===== config.mk =====
export PLATFORM = sky130hd
export DESIGN_NAME = serial_addsub_ctrl
export DESIGN_NICKNAME = d
export VERILOG_FILES = /design/src/rtl/serial_addsub_ctrl_pkg.sv /design/src/rtl/serial_addsub_ctrl_fa_cell.sv /design/src/rtl/serial_addsub_ctrl.sv
export SDC_FILE = /design/constraint.sdc
export NUM_CORES = 1
export LEC_CHECK = 0
export ABC_CLOCK_PERIOD_IN_PS = 4200
export CORE_AREA = 2 2 60 62
export DETAILED_ROUTE_END_ITERATION = 16
export DIE_AREA = 0 0 62 64
export DONT_BUFFER_PORTS = 1
export SYNTH_ARGS = -nofsm -noshare
export SYNTH_HDL_FRONTEND = slang
export SYNTH_SLANG_ARGS = --single-unit

===== constraint.sdc =====
create_clock -name clk -period 4.2 [get_ports clk]
set_input_delay 1.26 -clock clk [delete_from_list [all_inputs] [get_ports clk]]
set_output_delay 1.26 -clock clk [all_outputs]
set_load 0.005 [all_outputs]

===== src/rtl/serial_addsub_ctrl_pkg.sv =====
// rtl/serial_addsub_ctrl_pkg.sv - shared FSM encodings and mode constants for adder/subtractor blocks
package serial_addsub_ctrl_pkg;

    typedef enum logic [1:0] {
        ST_IDLE = 2'd0,
        ST_RUN  = 2'd1,
        ST_DONE = 2'd2
    } state_t;

    localparam logic MODE_ADD = 1'b0;
    localparam logic MODE_SUB = 1'b1;

endpackage


===== src/rtl/serial_addsub_ctrl_fa_cell.sv =====
// rtl/serial_addsub_ctrl_fa_cell.sv - single-bit full adder cell (combinational)
module fa_cell (
    input  logic a,
    input  logic b,
    input  logic cin,
    output logic sum,
    output logic cout
);

    // Sum and majority carry of the three input bits
    always_comb begin
        sum  = a ^ b ^ cin;
        cout = (a & b) | (a & cin) | (b & cin);
    end

endmodule


===== src/rtl/serial_addsub_ctrl.sv =====
// rtl/serial_addsub_ctrl.sv - bit-serial add/sub controller; ADDSUB_OVF_EN enables signed overflow flag
module serial_addsub_ctrl
    import serial_addsub_ctrl_pkg::*;
#(
    parameter int W     = 8,
    parameter int CNT_W = 3
) (
    input  logic         clk,
    input  logic         rst,
    input  logic         start,
    input  logic         sub,
    input  logic [W-1:0] a,
    input  logic [W-1:0] b,
    output logic         busy,
    output logic         done,
    output logic [W-1:0] result,
    output logic         cout,
    output logic         ovf
);

    state_t           state;
    state_t           state_nxt;
    logic [W-1:0]     opa;
    logic [W-1:0]     opb;
    logic             carry;
    logic [CNT_W-1:0] cnt;
    logic             accept;
    logic             run;
    logic             last_bit;
    logic             fa_sum;
    logic             fa_cout;

    assign accept   = (state == ST_IDLE) && start;
    assign run      = (state == ST_RUN);
    assign last_bit = (cnt == CNT_W'(W - 1));

    fa_cell u_fa (
        .a    (opa[0]),
        .b    (opb[0]),
        .cin  (carry),
        .sum  (fa_sum),
        .cout (fa_cout)
    );

    // State register
    always_ff @(posedge clk or posedge rst) begin
        if (rst) begin
            state <= ST_IDLE;
        end else begin
            state <= state_nxt;
        end
    end

    // Next-state: leave RUN after the MSB is processed, DONE lasts one cycle
    always_comb begin
        state_nxt = state;
        case (state)
            ST_IDLE: if (start) state_nxt = ST_RUN;
            ST_RUN:  if (last_bit) state_nxt = ST_DONE;
            ST_DONE: state_nxt = ST_IDLE;
            default: state_nxt = ST_IDLE;
        endcase
    end

    // Handshake outputs decoded from the registered state
    always_comb begin
        busy = 1'b0;
        done = 1'b0;
        case (state)
            ST_RUN:  busy = 1'b1;
            ST_DONE: begin
                busy = 1'b1;
                done = 1'b1;
            end
            default: ;
        endcase
    end

    // Datapath: latch operands on accept, then one bit per cycle LSB first
    always_ff @(posedge clk or posedge rst) begin
        if (rst) begin
            opa    <= '0;
            opb    <= '0;
            carry  <= 1'b0;
            cnt    <= '0;
            result <= '0;
            cout   <= 1'b0;
        end else if (accept) begin
            opa    <= a;
            // Subtraction is a + ~b + 1: invert B and seed the carry with 1
            opb    <= b ^ {W{sub == MODE_SUB}};
            carry  <= (sub == MODE_SUB);
            cnt    <= '0;
            result <= '0;
        end else if (run) begin
            carry  <= fa_cout;
            result <= {fa_sum, result[W-1:1]};
            opa    <= {1'b0, opa[W-1:1]};
            opb    <= {1'b0, opb[W-1:1]};
            cnt    <= cnt + 1'b1;
            if (last_bit) begin
                cout <= fa_cout;
            end
        end
    end

`ifdef ADDSUB_OVF_EN
    logic ovf_q;

    // Signed overflow: carry into the MSB differs from carry out of it
    always_ff @(posedge clk or posedge rst) begin
        if (rst) begin
            ovf_q <= 1'b0;
        end else if (accept) begin
            ovf_q <= 1'b0;
        end else if (run && last_bit) begin
            ovf_q <= carry ^ fa_cout;
        end
    end

    assign ovf = ovf_q;
`else
    assign ovf = 1'b0;
`endif

endmodule

---- Word-level counts from Yosys, hierarchy flattened ----
Cells that the tools add are included.
storage, ports and cells
  register bits ........................... 31
  logic and storage cells ................. 43
operators by class
  $add $sub $neg .......................... 1
  equal/unequal tests ..................... 5
  muxes and demuxes ....................... 15
  bitwise gates (word level) .............. 9
  reduce and logical (&&, ||, !) cells .... 6
operators with widths
  cell                 count
  $mux 8               6
  $xor 8x8->8          1
  $mux 3               2
  $mux 1               4
  $mux 2               2
  $pmux 2 s2           1
  $add 3x1->3 const B  1
  $and 1x1->1          3
  $eq 3x3->1 const B   1
  $reduce_and 3->1     1
  $eq 2x1->1 const B   1
  $eq 2x2->1 const B   1
  $logic_not 2->1      1
  $ne 2x1->1 const B   1
  $ne 2x2->1 const B   1
  $or 1x1->1           2
  $reduce_and 2->1     1
  $reduce_bool 2->1    1
  $reduce_or 2->1      1
  $xor 1x1->1          2
  $logic_and 1x1->1    1
  $not 1->1            1

---- Longest topological paths before layout ----
Gate-level depths: netlist (run 1).
  depth in word-level cells ............... 5
  mapped depth ............................ 7

---- Cells and area by module ----
From an unflattened synthesis (run 1), not the netlist that was laid out.
unflattened totals
  cells, all modules ...................... 142
  area, all modules ....................... 1592.8 µm²
by module, submodules not included
  module              times used  cells an instance  area each (µm²)  sequential area each (µm²)
  serial_addsub_ctrl  1           141                1572.8           775.7
  fa_cell             1           1                  20.0             0.0

---- Worst setup path before layout (run 1) ----
No wires, ideal clock.
  kind .................................... reg2out
  start point ............................. reg state[0]
  end point ............................... out busy
  data arrival time ....................... 730 ps
  path slack .............................. 2210 ps
  stages on the path, launching flop included .. 3
  buffers on the path ..................... 0
  cells stage by stage .................... dfrtp_1 > inv_1 > ha_1
on the way
  cells in the longest elaborated chain, start to end .. 3
  elaborated cells on any way between the ends .. 4
ends and longest elaborated chain
  what                                             RTL line                  text
  start: declaration                               serial_addsub_ctrl.sv:21  state_t state;
  start signal: assignment                         serial_addsub_ctrl.sv:50  state <= state_nxt;
  $eq 2x1->1 / $eq 2x2->1 (equally long branches)  serial_addsub_ctrl.sv:69  case (state)
  $reduce_or 2->1 (no source line) (*)             -
  $mux 1 (*)                                       serial_addsub_ctrl.sv:69
  end: declaration                                 serial_addsub_ctrl.sv:14  output logic busy,
Every way passes the cells marked *; elsewhere a longest branch is shown, timed or not.

---- Worst setup path after layout (run 1) ----
Ends and elaborated chain as after synthesis.

==> qor.yml, run 1 <==
power_and_ir_drop:
  p_seq_frac: 0.442
  switching_share: 0.385
  power_density_nw_per_um2: 702
  leakage_nw: 0.776
  p_sw_mw: 0.440
  combPwrFrac: 0.415
  p_int_mw: 0.703
  pwr-share-clk: 0.143
  ir_drop_v: 0.000361
worst_setup_path:
  endpoint_kind: "output pin"
  crit_type: "register to output pin"
  cp_max_fo: 4
  critical_path_arrival_ns: 1.14
  required_ns: 2.94
  crit_path_start_kind: "register"
  r2r_setup_slack_ns: 2.17
floorplan:
  dieArea_sq_um: 3970
  io_pins: 32
  die_w_um: 62
  coreArea_sq_um: 3280
  rows: 21
  initial_core_util: 0.491
  die_h_um: 64
route:
  drt_wl_total_um: 2560
  wl_per_cell_um: 13.2
  first_iter_violations: 52
  num_vias: 977
  dr.pass1.iters: 4
  viasPerCell: 5.04
  drc: 0
  ant_nets: 0
place:
  gp_congestion: 0.663
  placed_cells: 186
  placement.cell_area_sq_um: 1580
  portBuffers: 0
  dp.final_hpwl_um: 1780
job:
  max_cap_viol_count: 0
timing:
  post-route-min-period_ns: 2.40
  finalMaxSlewViolations: 0
  whs_ns: 0.514
  period_share: 0.571
  tightest_slew_ns: 1.15
  rsz0062_at_grt: "false"
  finalHoldViolations: 0
  fin_skew_ns: 0.00732
  setup_viol: 0
  fin_tns_setup_ns: 0
  timing.fmax_mhz: 417
  slew_headroom: 0.231
synth:
  ys_seq_elements: 31
  syn_nets: 176
  synth_ff_type: "dfrtp_1"
  synth_top_area_frac: 0.481
  seq_area_frac_synth: 0.481
  synth_area_leaders: "dfrtp_1 (48%), mux2i_1 (14%), ha_1 (5.4%), nand2_1 (4.9%), o21ai_1 (4.3%)"
  synth_cells: 148
  async_flop_share: 1.00
  synth_edf_count: 0
  syn-cell-area_sq_um: 1610
  ys_warn_count: 0
  avgSynthCellArea_sq_um: 10.9
  yosysTopAreaCell: "dfrtp_1"
  yosysMostFrequentCell: "dfrtp_1"
  synth.distinct_cells: 23
  synthTopCellsByCount: "dfrtp_1 (31), mux2i_1 (23), nand2_1 (21)"
grt:
  grtUsageTotal: 0.150
  grt_max_degree: 33
  grt_pass1_vias: 959
  antenna_found_initial: 0
  grt_pass1_wl_um: 4250
  grt-ovfl-total: 0
layout:
  multi_input_area_sq_um: 697
  drive_gt1_frac: 0.0946
  fin_util: 0.496
  post-route-cell-area_sq_um: 1630
  nNetsFinal: 175
  diodes: 0
  stdcell_count: 194
  fillCellCount: 323
  syn_to_final_growth_pct: 0.931
  register_area_sq_um: 776
clock_network:
  cts_hold_buf: 0
  postCtsSetupBuffers: 0
  worstSkewPairLatency_ns: 0.32
  htreeDepth: 2
  cts_root_buffer: "clkbuf_4"
  ctsLongestPathBuffers: 2
  ctsResizeCount: 0
  cts_tree: "yes"
  cts_buffers: 5
  cts_sinks: 31
  clkSlewWorstSetupHoldPaths_ns: 0.10
status:
  outcome: "complete, no violations"
worst_hold_path:
  min_path_type: "register to register"
[stage by stage]
| step | power [mW] | setup WS, ns |
|---|---|---|
| floorplan | 0.963 | 2.21 |
| global placement | 0.968 | 1.67 |
| detailed placement | 0.997 | 1.63 |
| CTS | 1.16 | 1.78 |
| global route | 1.26 | 1.72 |
| finish | 1.14 | 1.80 |
[layer usage]
metal / wire length (um) / track usage
met2: 1190 / 0.229
met5: 0 / 0
met1: 1170 / 0.180
met3: 155 / 0.0688
met4: 41 / 0.0559
[sequential cells by signal, summed over array words and instances (netlist names)]
| signal | count |
|---|---|
| opa | 8 |
| cout | 1 |
| cnt | 3 |
| carry | 1 |
| result | 8 |
| opb | 8 |
| state | 2 |
[path summary, 6_finish.rpt]
kind	startpoint	end	cells past startpoint
max	state[0]	busy	2
min	opb[7]	opb[7]	2
max reg2reg	state[0]	cnt[1]	5
min reg2reg	opb[7]	opb[7]	2
max in group asynchronous	rst	cnt[0]	1
min in group asynchronous	rst	result[2]	1
[kinds of logic after synthesis]
family / Yosys count / share of synthesized area
other cells: 1 / 0.00233
compound gates: 20 / 0.0690
fa+ha+maj: 8 / 0.0667
mux: 25 / 0.157
simple gates: 36 / 0.0884
buf+inv: 18 / 0.0869
xor+xnor: 9 / 0.0489
flops: 31 / 0.481
[power by group through the flow]
stage | sequential [mW] | clock, mW | combinational (mW)
final | 0.505 | 0.164 | 0.474
after global routing | 0.523 | 0.191 | 0.545
after CTS | 0.507 | 0.172 | 0.486
after detailed placement | 0.514 | 0 | 0.483
after global placement | 0.508 | 0 | 0.460
after floorplan | 0.487 | 0 | 0.476
[layout by cell type (no fill, tap or decap)]
cell type / count
buf_4: 2
o22ai_2: 1
o21ai_2: 1
a21oi_1: 1
ha_1: 7
xor2_1: 7
inv_1: 8
o21ai_1: 14
clkbuf_4: 5
conb_1: 1
and2_1: 1
dfrtp_1: 31
o21ai_0: 3
nand2_1: 21
nor2_1: 11
clkinv_2: 3
fa_1: 1
mux2_2: 2
mux2i_1: 23
nor2b_1: 1
xnor2_1: 2
nand3_1: 2
[cell type report]
| type | count | share of cell area |
|---|---|---|
| inverters | 8 | 0.0184 |
| multi-input cells | 99 | 0.428 |
| flip-flops and latches | 31 | 0.477 |
| well taps | 46 | 0.0354 |
| clock buffers | 5 | 0.0231 |
| clock inverters | 3 | 0.00922 |
| repair buffers | 2 | 0.00922 |
[worst max-delay path, cell delays in order (launching register included)]
cell and delay [ns]:
dfrtp_1 0.41, inv_1 0.10, ha_1 0.31
Power figures use the tool's default switching activity.
==> inputs of run 2 (changes only) <==
--- a/config.mk
+++ b/config.mk
@@ -5,11 +5,12 @@
 export SDC_FILE = /design/constraint.sdc
 export NUM_CORES = 1
 export LEC_CHECK = 0
-export ABC_CLOCK_PERIOD_IN_PS = 4200
+export ABC_CLOCK_PERIOD_IN_PS = 2000
 export CORE_AREA = 2 2 60 62
 export DETAILED_ROUTE_END_ITERATION = 16
 export DIE_AREA = 0 0 62 64
 export DONT_BUFFER_PORTS = 1
+export PLACE_DENSITY = 0.66
 export SYNTH_ARGS = -nofsm -noshare
 export SYNTH_HDL_FRONTEND = slang
 export SYNTH_SLANG_ARGS = --single-unit
==> constraint.sdc (replaced) <==
create_clock -name clk -period 2 [get_ports clk]
set_input_delay 0.6 -clock clk [delete_from_list [all_inputs] [get_ports clk]]
set_output_delay 0.6 -clock clk [all_outputs]
set_load 0.005 [all_outputs]
==> run 2 against run 1 <==
Net effect:
- cell area grew 3.0%
- power is 120% higher
- clock power rose to 3.1 times the previous value
- critical path type unchanged
- critical endpoint unchanged
- largest cell class unchanged
==> qor.yml, run 2 (synthesis results as in run 1) <==
clock_network:
  clkSlewWorstSetupHoldPaths_ns: 0.10  # about the same
  worstSkewPairLatency_ns: 0.33  # was 0.32 ns
  ctsResizeCount: 0  # unchanged
  htreeDepth: 2  # unchanged
  cts_tree: "yes"  # unchanged
  cts_sinks: 31  # unchanged
  postCtsSetupBuffers: 0  # unchanged
  cts_hold_buf: 0  # unchanged
  ctsLongestPathBuffers: 2  # unchanged
  cts_root_buffer: "clkbuf_4"  # unchanged
  cts_buffers: 5  # unchanged
worst_setup_path:
  cp_num_buf_inv: 1  # unchanged
  required_ns: 1.40  # was 2.94 ns
  crit_path_start_kind: "register"  # unchanged
  critical_path_arrival_ns: 1.15  # was 1.14 ns
  reg2reg_depth: 5  # unchanged
  cp_slowest_cell: "dfrtp_1"  # unchanged
  path_depth: 2  # unchanged
  endpoint_kind: "output pin"  # unchanged
  crit_chain: "inv_1 > ha_1"  # unchanged
  crit_family: "flip-flops"  # unchanged
  cp_slowest_stage_delay_ns: 0.41  # about the same
  cp_max_fo: 4  # unchanged
  crit_type: "register to output pin"  # unchanged
grt:
  grt_pass1_wl_um: 4200  # was 4250 um
  grt_max_degree: 32  # was 33
  grtUsageTotal: 0.147  # was 0.150
  grt-ovfl-total: 0  # unchanged
  grt_pass1_vias: 1002  # was 959
  antenna_found_initial: 0  # unchanged
route:
  viasPerCell: 4.91  # was 5.04
  first_iter_violations: 33  # was 52
  drc: 0  # unchanged
  dr.pass1.iters: 4  # unchanged
  num_vias: 963  # was 977
  ant_nets: 0  # unchanged
  drt_wl_total_um: 2480  # was 2560 um
  wl_per_cell_um: 12.7  # was 13.2 um
timing:
  fin_skew_ns: 0.00641  # was 0.00732 ns
  period_share: 0.877
  finalMaxSlewViolations: 0  # unchanged
  timing.fmax_mhz: 570
  setup_viol: 0  # unchanged
  post-route-min-period_ns: 1.75
  rsz0062_at_grt: "false"  # unchanged
  finalHoldViolations: 0  # unchanged
  fin_tns_setup_ns: 0  # unchanged
  whs_ns: 0.237  # was 0.514 ns
floorplan:
  io_pins: 32  # unchanged
  die_w_um: 62  # unchanged
  coreArea_sq_um: 3280  # unchanged
  die_h_um: 64  # unchanged
  dieArea_sq_um: 3970  # unchanged
  rows: 21  # unchanged
  initial_core_util: 0.491  # unchanged
power_and_ir_drop:
  leakage_nw: 0.799  # was 0.776 nW
  p_int_mw: 1.65  # was 0.703 mW
  ir_drop_v: 0.000790  # was 0.000361 V
  combPwrFrac: 0.391  # was 0.415
  switching_share: 0.356  # was 0.385
  p_seq_frac: 0.413  # was 0.442
  p_sw_mw: 0.910  # was 0.440 mW
  pwr-share-clk: 0.196  # was 0.143
  power_density_nw_per_um2: 1530  # was 702 nW/um^2
layout:
  reg_top3: "opa x8, opb x8, result x8"  # unchanged
  final_common_cell: "dfrtp_1"  # unchanged
  drive_gt1_frac: 0.107  # was 0.0946
  stdcell_count: 196  # was 194
  final_cell_mix: "dfrtp_1 (31), mux2i_1 (23), nand2_1 (21)"  # unchanged
  syn_to_final_growth_pct: 3.96  # was 0.931%
  diodes: 0  # unchanged
  nNetsFinal: 177  # was 175
  fillCellCount: 313  # was 323
place:
  gp_congestion: 0.695  # was 0.663
  portBuffers: 0  # unchanged
  placed_cells: 188  # was 186
  dp.final_hpwl_um: 1780  # about the same
worst_hold_path:
  min_path_type: "primary input to asynchronous set/reset pin"  # was register to register
status:
  outcome: "complete, no violations"  # unchanged
job:
  max_cap_viol_count: 0  # unchanged
## run 2: cell count changes in the layout (fill, tap and decap cells not counted)
| cell | previous run | this run |
|---|---|---|
| buf_4 | 2 | 4 |
| clkinv_2 | 3 | 1 |
| bufinv_16 | 0 | 1 |
| clkbuf_8 | 0 | 1 |
## run 2: power groups by stage
stage / clock network, mW / registers (mW) / logic, mW
finish: 0.502 / 1.06 / 1.00
global placement: 0 / 1.06 / 0.972
global route: 0.549 / 1.10 / 1.17
detailed placement: 0 / 1.07 / 1.03
floorplan: 0 / 1.02 / 1.00
CTS: 0.523 / 1.06 / 1.03
## run 2: worst reg2reg max path, stage by stage, from the launching register on
cell     delay (ns)
dfrtp_1        0.40
inv_1          0.13
ha_1           0.19
buf_4          0.38
mux2i_1        0.25
o21ai_1        0.08
## run 2: stage by stage
stage               total power, mW   util  setup slack, ns  cell area [sq um]
finish                         2.56  0.510            0.245               1680
global route                   2.82  0.510            0.145               1680
CTS                            2.61  0.510            0.224               1680
detailed placement             2.10  0.484            0.451               1590
global placement               2.03  0.484            0.539               1590
floorplan                      2.02      -            0.625               1610
## run 2: final timing paths
check	start	to	slack (ns)
min	rst	cnt[0]	0.24
max reg2reg	state[1]	opb[4]	0.47
max	state[0]	busy	0.25
min reg2reg	opa[7]	opa[7]	0.53
min in group clk	a[7]	opa[7]	0.38
max in group asynchronous	rst	result[2]	1.48
## run 2: cell type report
type | count | area (sq um) | area share
Timing Repair Buffer | 4 | 30.0 | 0.0179
Tap cell | 46 | 57.6 | 0.0343
Inverter | 8 | 30.0 | 0.0179
Sequential cell | 31 | 776 | 0.463
Clock buffer | 6 | 51.3 | 0.0306
Clock inverter | 2 | 35.0 | 0.0209
Multi-Input combinational cell | 99 | 697 | 0.416
## run 2: per-layer routing
| layer | up-vias | track usage | part of all wire |
|---|---|---|---|
| li1 | 482 | - | - |
| met1 | 446 | 0.160 | 0.43 |
| met2 | 30 | 0.236 | 0.47 |
| met3 | 5 | 0.0628 | 0.085 |
| met4 | 0 | 0.0718 | 0.013 |
| met5 | - | 0 | 0 |
